--- config.mk ---
export PLATFORM = sky130hd
export DESIGN_NAME = qinst_fifo
export DESIGN_NICKNAME = d
export VERILOG_FILES = /design/src/rtl/qc_fifo_pkg.sv /design/src/rtl/qinst_fifo_ram.sv /design/src/rtl/qinst_fifo.sv
export SDC_FILE = /design/constraint.sdc
export NUM_CORES = 1
export LEC_CHECK = 0
export BUFFER_PORTS_ARGS = -buffer_cell sky130_fd_sc_hd__buf_2
export CORE_ASPECT_RATIO = 0.6
export CORE_MARGIN = 3
export CORE_UTILIZATION = 60
export DETAILED_ROUTE_END_ITERATION = 8
export GPL_TIMING_DRIVEN = 0
export PLACE_DENSITY = 0.78
export SYNTH_ARGS = -nofsm -noshare
export SYNTH_HDL_FRONTEND = slang
export SYNTH_SLANG_ARGS = --single-unit
--- constraint.sdc ---
create_clock -name clk -period 5.93 [get_ports clk]
set_input_delay 0.8895 -clock clk [delete_from_list [all_inputs] [get_ports clk]]
set_output_delay 0.8895 -clock clk [all_outputs]
set_load 0.05 [all_outputs]
--- src/rtl/qc_fifo_pkg.sv ---
// Shared types and width helpers for the QC instruction FIFO family.
package qc_fifo_pkg;

  typedef enum logic {
    FIFO_STD  = 1'b0,
    FIFO_FWFT = 1'b1
  } fifo_mode_e;

  // Index width, kept at least 1 bit so a degenerate depth still elaborates.
  function automatic int idx_w(input int depth);
    return ($clog2(depth) < 1) ? 1 : $clog2(depth);
  endfunction

  function automatic int cnt_w(input int depth);
    return $clog2(depth + 1);
  endfunction

endpackage

--- src/rtl/qinst_fifo_ram.sv ---
// Instruction storage: one synchronous write port, one asynchronous read port.
module qinst_fifo_ram #(
  parameter int DEPTH      = 8,
  parameter int DATA_WIDTH = 38,
  parameter int IW         = 3
) (
  input  logic                  clk,
  input  logic                  we,
  input  logic [IW-1:0]         wr_addr,
  input  logic [DATA_WIDTH-1:0] wr_data,
  input  logic [IW-1:0]         rd_addr,
  output logic [DATA_WIDTH-1:0] rd_data
);

  logic [DATA_WIDTH-1:0] mem [DEPTH];

  // NOTE: storage has no reset; the indices and count define which words are live.
  always_ff @(posedge clk) begin
    if (we) mem[wr_addr] <= wr_data;
  end

  assign rd_data = mem[rd_addr];

endmodule

--- src/rtl/qinst_fifo.sv ---
// Instruction FIFO between fetch/decode and issue: any depth, standard or FWFT
// read, occupancy flags, synchronous flush and sticky error flags.
module qinst_fifo
  import qc_fifo_pkg::*;
#(
  parameter int DEPTH         = 8,
  parameter int DATA_WIDTH    = 38,
  parameter int FWFT          = 0,
  parameter int AFULL_THRESH  = DEPTH - 2,
  parameter int AEMPTY_THRESH = 1
) (
  input  logic                      clk,
  input  logic                      reset,
  input  logic                      flush,
  input  logic                      wr_en,
  input  logic [DATA_WIDTH-1:0]     data_in,
  input  logic                      rd_en,
  output logic [DATA_WIDTH-1:0]     data_out,
  output logic                      valid,
  output logic                      full,
  output logic                      empty,
  output logic                      almost_full,
  output logic                      almost_empty,
  output logic [cnt_w(DEPTH)-1:0]   count,
  output logic                      overflow,
  output logic                      underflow
);

  localparam int IW = idx_w(DEPTH);
  localparam int CW = cnt_w(DEPTH);
  localparam fifo_mode_e MODE = (FWFT != 0) ? FIFO_FWFT : FIFO_STD;
  localparam logic [IW-1:0] LAST_IDX   = IW'(DEPTH - 1);
  localparam logic [CW-1:0] FULL_CNT   = CW'(DEPTH);
  localparam logic [CW-1:0] AFULL_CNT  = CW'(AFULL_THRESH);
  localparam logic [CW-1:0] AEMPTY_CNT = CW'(AEMPTY_THRESH);

  if (DEPTH < 2) begin : g_bad_depth
    $error("qinst_fifo: DEPTH must be >= 2");
  end
  if (AFULL_THRESH < 1 || AFULL_THRESH > DEPTH) begin : g_bad_afull
    $error("qinst_fifo: AFULL_THRESH must be in 1..DEPTH");
  end
  if (AEMPTY_THRESH < 0 || AEMPTY_THRESH > DEPTH - 1) begin : g_bad_aempty
    $error("qinst_fifo: AEMPTY_THRESH must be in 0..DEPTH-1");
  end

  logic [IW-1:0]         wr_idx, rd_idx;
  logic [DATA_WIDTH-1:0] rd_data;
  logic                  wa, ra;

  // Explicit wrap so non-power-of-two depths never index past the last entry.
  function automatic logic [IW-1:0] next_idx(input logic [IW-1:0] idx);
    return (idx == LAST_IDX) ? '0 : idx + 1'b1;
  endfunction

  assign full         = (count == FULL_CNT);
  assign empty        = (count == '0);
  assign almost_full  = (count >= AFULL_CNT);
  assign almost_empty = (count <= AEMPTY_CNT);

  assign wa = wr_en && !full;
  assign ra = rd_en && !empty;

  qinst_fifo_ram #(
    .DEPTH      (DEPTH),
    .DATA_WIDTH (DATA_WIDTH),
    .IW         (IW)
  ) u_ram (
    .clk     (clk),
    .we      (wa && !flush),
    .wr_addr (wr_idx),
    .wr_data (data_in),
    .rd_addr (rd_idx),
    .rd_data (rd_data)
  );

  // NOTE: sequential state uses non-blocking assignments so every update sees pre-edge values.
  always_ff @(posedge clk or negedge reset) begin
    if (!reset) begin
      wr_idx    <= '0;
      rd_idx    <= '0;
      count     <= '0;
      overflow  <= 1'b0;
      underflow <= 1'b0;
    end else if (flush) begin
      wr_idx    <= '0;
      rd_idx    <= '0;
      count     <= '0;
      overflow  <= 1'b0;
      underflow <= 1'b0;
    end else begin
      if (wa) wr_idx <= next_idx(wr_idx);
      if (ra) rd_idx <= next_idx(rd_idx);
      if (wa && !ra)      count <= count + 1'b1;
      else if (ra && !wa) count <= count - 1'b1;
      if (wr_en && full)  overflow  <= 1'b1;
      if (rd_en && empty) underflow <= 1'b1;
    end
  end

  if (MODE == FIFO_STD) begin : g_std
    always_ff @(posedge clk or negedge reset) begin
      if (!reset) begin
        data_out <= '0;
        valid    <= 1'b0;
      end else if (flush) begin
        data_out <= '0;
        valid    <= 1'b0;
      end else begin
        valid <= ra;
        if (ra) data_out <= rd_data;
      end
    end
  end else begin : g_fwft
    // Head word is presented straight from storage; zero when nothing is held.
    assign valid    = !empty;
    assign data_out = empty ? '0 : rd_data;
  end

endmodule

==> reports/qor.csv, run 1 <==
metric,value,unit
status,"finished, final reports clean",
dominant synthesized flop cell,edfxtp_1,
Core Region,21600,µm²
Worst-Margin Slew,0.971,ns
Placement Cell Area,14700,µm²
post-cts resize count,0,
final slew viol count,0,
Clock Tree Root,clkbuf_16,
skew final,0.0103,ns
Final ANT Viol Nets,0,
hold buffer count at CTS,0,
initial antenna violation count,3,
GRT Overall Usage,0.238,
HP Class,in -> async,
Synth Instances,660,
placed cell count,1067,
P per Cell Area,413,nW/µm²
row cnt,41,
Final Instance Count excl. Fillers,1125,
Final Cell Area,15700,µm²
Final nets,850,
top layer in use,met5,
PortBufs,90,
area delta synth->final,15.9,%
max_slew headroom,0.351,
setup violators final,0,
Final min period,2.97,ns
"EDFF count, synth",304,
die area,24500,µm²
"commonest non-fill, non-tap cells in the layout","304 x edfxtp_1, 104 x buf_2, 76 x mux4_2",
Die Span X,200,µm
Max Fclk,0.337,GHz
Vias/cell,6.10,
RePlAce Congestion,0.782,
Detailed Route WL,27.7,mm
total CTS buffers,31,
CP required,6.20,ns
Final Cycle Share,0.501,
# clock sinks,355,
largest net degree at the start of global routing,52,
# H-tree levels,1,
Synth Register Bits,355,
Fill cells,1253,
first-pass GRT wire length,42.5,mm
worst setup path class,reg -> reg,
Starting DRT DRC Count,628,
Critical Path Fanout Max,23,
via count,6860,
crit start category,flip-flop,
Netlist Area Pre-Place,13500,µm²
syn_area_per_cell,20.5,µm²
Cell variety after synth,37,
Detailed Place HPWL,17.1,mm
CP endpoint kind,flip-flop,
Initial Util,0.627,
RSZ-0062 raised after global routing,false,
die height,122,µm
fraction of registers with async set/reset,0.144,
CTS tree,yes,
storage element area,10400,µm²
"CTS clk-pin slew, worst paths",0.07,ns
layout cells sized above 1,0.327,
clk_lat worst skew,0.56,ns
multi-input combinational cell area,2980,µm²
DR pass1 iterations,5,
syn_nets,711,
Final WS setup,2.96,ns
"commonest non-fill, non-tap cell in the layout",edfxtp_1,
length of routed met2 wiring,13.6,mm
Ys Warns,0,
Place WS,2.59,ns
per-cell routed wire length,24.6,µm
met3 WL post-DR,1.95,mm
Worst Path Arrival,3.24,ns
post-CTS setup buffers,0,
vias in the first global route,7179,
CTS Buffer Depth,3,
sequential fraction of the synthesis area,0.769,
Leak,5.43,nW
Final Hold Vio Count,0,
grt total ovfl,0,
DRC,0,
wire length on met1,11.6,mm
IO Count,92,
Max IR drop VDD,0.329,mV
Max Cap Viol,0,
## layer usage
layer | vias up | global-route usage
li1 | 2925 | -
met1 | 3606 | 0.345
met2 | 270 | 0.381
met3 | 55 | 0.0502
met4 | 4 | 0.0579
met5 | - | 0
## state kept, by name, summed over array words and instances (netlist names)
register   count
wr_idx         3
rd_idx         3
data_out      38
underflow      1
u_ram.mem    304
valid          1
overflow       1
count          4
## layout make-up
class	count	share of cell area
inverters	6	0.00160
repair buffers	106	0.0447
clock inverters	20	0.0117
clock buffers	37	0.0528
plain buffers	35	0.0117
flip-flops and latches	355	0.664
multi-input cells	264	0.190
well taps	301	0.0240
diodes	1	0.000160
## worst max-delay path, cell delays in order (launching register included)
cell and delay (ns):
dfrtp_1 0.47, inv_1 0.13, ha_1 0.25, nand3b_4 0.15, inv_4 0.05, or4_1 0.59
nor2_4 0.76, buf_16 0.25
## cells by family after synthesis
kind of cell / share of synthesized area
flops: 0.769
compound gates: 0.0217
fa+ha+maj: 0.00740
buf+inv: 0.0154
xor+xnor: 0.00129
mux: 0.158
simple gates: 0.0277
## Yosys cell counts, drive strengths merged (6+ instances only)
library cell  number  area (µm²)
inv                6        25.0
mux4              76        1710
edfxtp           304        9130
ha                 8         100
dfrtp             51        1280
clkbuf            10        37.5
o21ai             40         200
mux2i             41         410
a21oi              7        35.0
nand2             45         169
buf               25         146
nor2              15        56.3
## power by group
part | internal [W] | switching [W]
sequential | 0.00285 | 0.0000831
clock | 0.00113 | 0.000867
combinational | 0.000577 | 0.000960
## final timing paths
path	slack (ns)	start	to	depth (start not counted)
worst min-delay path	0.42	reset	data_out[1]	1
min in group clk	0.47	data_out[34]	data_out[34]	2
worst max-delay path	2.96	count[1]	u_ram.mem[4][36]	7
worst max register to register	2.96	count[1]	u_ram.mem[4][36]	7
worst min register to register	0.47	data_out[34]	data_out[34]	2
max in group asynchronous	4.96	reset	data_out[19]	1
## through the flow
step | power (W) | utilization | hold WS, ns | setup TNS (ns)
final | 0.00647 | 0.726 | 0.419 | 0
after global placement | 0.00447 | 0.665 | 0.457 | -97.91
after floorplan | 0.00411 | - | 0.552 | 0
after detailed placement | 0.00453 | 0.679 | 0.466 | 0
after global routing | 0.00673 | 0.726 | 0.454 | 0
after CTS | 0.00652 | 0.726 | 0.480 | 0
No activity file was read; power rests on OpenSTA's default activity.
==> run 2: changes to the inputs <==
--- a/config.mk
+++ b/config.mk
@@ -8,10 +8,10 @@
 export BUFFER_PORTS_ARGS = -buffer_cell sky130_fd_sc_hd__buf_2
 export CORE_ASPECT_RATIO = 0.6
 export CORE_MARGIN = 3
-export CORE_UTILIZATION = 60
+export CORE_UTILIZATION = 54
 export DETAILED_ROUTE_END_ITERATION = 8
 export GPL_TIMING_DRIVEN = 0
-export PLACE_DENSITY = 0.78
+export PLACE_DENSITY = 0.74
 export SYNTH_ARGS = -nofsm -noshare
 export SYNTH_HDL_FRONTEND = slang
 export SYNTH_SLANG_ARGS = --single-unit
==> constraint.sdc (replaced) <==
create_clock -name clk -period 2.5 [get_ports clk]
set_input_delay 0.375 -clock clk [delete_from_list [all_inputs] [get_ports clk]]
set_output_delay 0.375 -clock clk [all_outputs]
set_load 0.05 [all_outputs]
==> reports/qor.csv, run 2 (synthesis results as in run 1) <==
metric,value,unit
status,"finished, final reports clean",
busiest layer in global routing,met2,
Starting DRT DRC Count,722,
CP required,2.76,ns
Final nets,863,
Max IR drop VDD,0.974,mV
# clock sinks,355,
worst setup path class,reg -> reg,
row cnt,44,
Fill cells,1620,
skew final,0.0187,ns
Max Fclk,0.415,GHz
Worst Hold End,u_ram.mem[4][12],
vias in the first global route,7256,
storage element area,10400,µm²
setup violators final,0,
die area,27100,µm²
Place WS,-0.378,ns
Regs by FF count,"u_ram.mem (304), data_out (38), count (4)",
Detailed Route WL,29.3,mm
"setup slack, reg-to-reg",0.09,ns
P per Cell Area,989,nW/µm²
DRC,0,
Final Cell Area,16000,µm²
Leak,5.53,nW
largest net degree at the start of global routing,52,
CP endpoint kind,flip-flop,
Critical Path Fanout Max,10,
per-cell routed wire length,25.3,µm
"CTS clk-pin slew, worst paths",0.07,ns
RePlAce Congestion,0.765,
Worst Path Arrival,2.68,ns
"commonest non-fill, non-tap cells in the layout","304 x edfxtp_1, 104 x buf_2, 76 x mux4_2",
via count,6898,
DR pass1 iterations,5,
Antenna Cells,0,
first-pass GRT wire length,44.3,mm
"commonest non-fill, non-tap cell in the layout",edfxtp_1,
Worst R2R Path Depth,8,
max FFs per register,304,
Placement Cell Area,14700,µm²
Final ANT Viol Nets,0,
reg-to-reg startpoint,count[1],
Die Span X,210,µm
grt total ovfl,0,
M1 GR Usage,0.310,
Largest Register,u_ram.mem,
hold_sp,data_in[12],
total CTS buffers,31,
Detailed Place HPWL,17.2,mm
# H-tree levels,1,
HP Class,in -> reg,
met2 Track Usage GR,0.365,
Final Hold Vio Count,0,
Vias/cell,5.96,
met3 usage,0.0500,
Clock Tree Root,clkbuf_16,
area delta synth->final,18.5,%
worst hold path cell count,1,
final slew viol count,0,
GRT Overall Usage,0.222,
crit start category,flip-flop,
PortBufs,90,
initial antenna violation count,4,
RSZ-0062 raised after global routing,false,
max_slew headroom,0.398,
final design utilization,0.658,
Max Cap Viol,0,
Final min period,2.41,ns
die height,129,µm
Initial Util,0.555,
Final Cycle Share,0.965,
multi-input combinational cell area,3030,µm²
CTS Buffer Depth,3,
Core Region,24400,µm²
layout cells sized above 1,0.340,
Worst-Margin Slew,0.902,ns
R2R Path End,u_ram.mem[0][21],
IO Count,92,
Final WS setup,0.0881,ns
clk_lat worst skew,0.57,ns
CTS tree,yes,
## run 2: cell types whose count changed in the layout (fill, tap and decap cells not counted), sizes merged
| cell | delta |
|---|---|
| diode | -1 |
| dlygate4sd3 | +1 |
| clkinvlp | -2 |
| bufinv | +4 |
| clkinv | -6 |
| inv | -1 |
| clkbuf | +5 |
| nor2 | +2 |
| buf | +10 |
## run 2: how the worst max path moves through the flow
stage,from,end,slack [ns]
floorplan,count[0],u_ram.mem[0][0],-0.57
global placement,count[1],u_ram.mem[0][21],-1.30
detailed placement,count[1],u_ram.mem[0][21],-0.38
CTS,count[1],u_ram.mem[1][21],0.06
global route,count[1],u_ram.mem[0][21],0.008
finish,count[1],u_ram.mem[0][21],0.09
## run 2: what timing repair did
action	4_1_cts	5_1_grt
cloned	2	0
endpoints found under the hold margin	0	51
setup endpoints to repair	240	39
hold buffers	0	1
buffers inserted	10	4
pin swaps	8	2
resized for setup	2	0
## run 2: final cells by class
type,count,area share
buffer,35,0.0115
clock buffer,42,0.0534
clock inverter,15,0.0154
inverter,6,0.00187
multi-input combinational,266,0.189
sequential,355,0.649
tap,322,0.0251
timing repair buffer,117,0.0548
## run 2: power by group
| group | total (W) | switching, W | internal (W) |
|---|---|---|---|
| registers | 0.00698 | 0.000210 | 0.00677 |
| logic | 0.00373 | 0.00232 | 0.00141 |
| clock network | 0.00515 | 0.00203 | 0.00311 |
| total | 0.0159 | 0.00456 | 0.0113 |
## run 2: worst max-delay path, stage by stage, from the launching register on
cell	delay [ns]
dfrtp_2	0.44
inv_2	0.09
ha_4	0.18
nand3b_4	0.15
inv_8	0.04
or4_4	0.57
nor3_4	0.26
buf_8	0.20
buf_8	0.18
## run 2: metal layers
layer | routed length (µm) | vias to the layer above
li1 | - | 2953
met1 | 11900 | 3584
met2 | 14500 | 287
met3 | 2220 | 66
met4 | 687 | 8
met5 | 46 | -
## run 2: stage by stage
stage          TNS [ns]  cells  hold WS [ns]  power [W]
3_3_place_gp    -203.60   1072         0.457     0.0107
6_report              0   1158        0.0690     0.0159
3_5_place_dp     -34.60   1084         0.467     0.0108
4_1_cts               0   1153        0.0543     0.0159
2_1_floorplan    -54.27    660        0.0794    0.00980
5_1_grt               0   1158        0.0746     0.0165
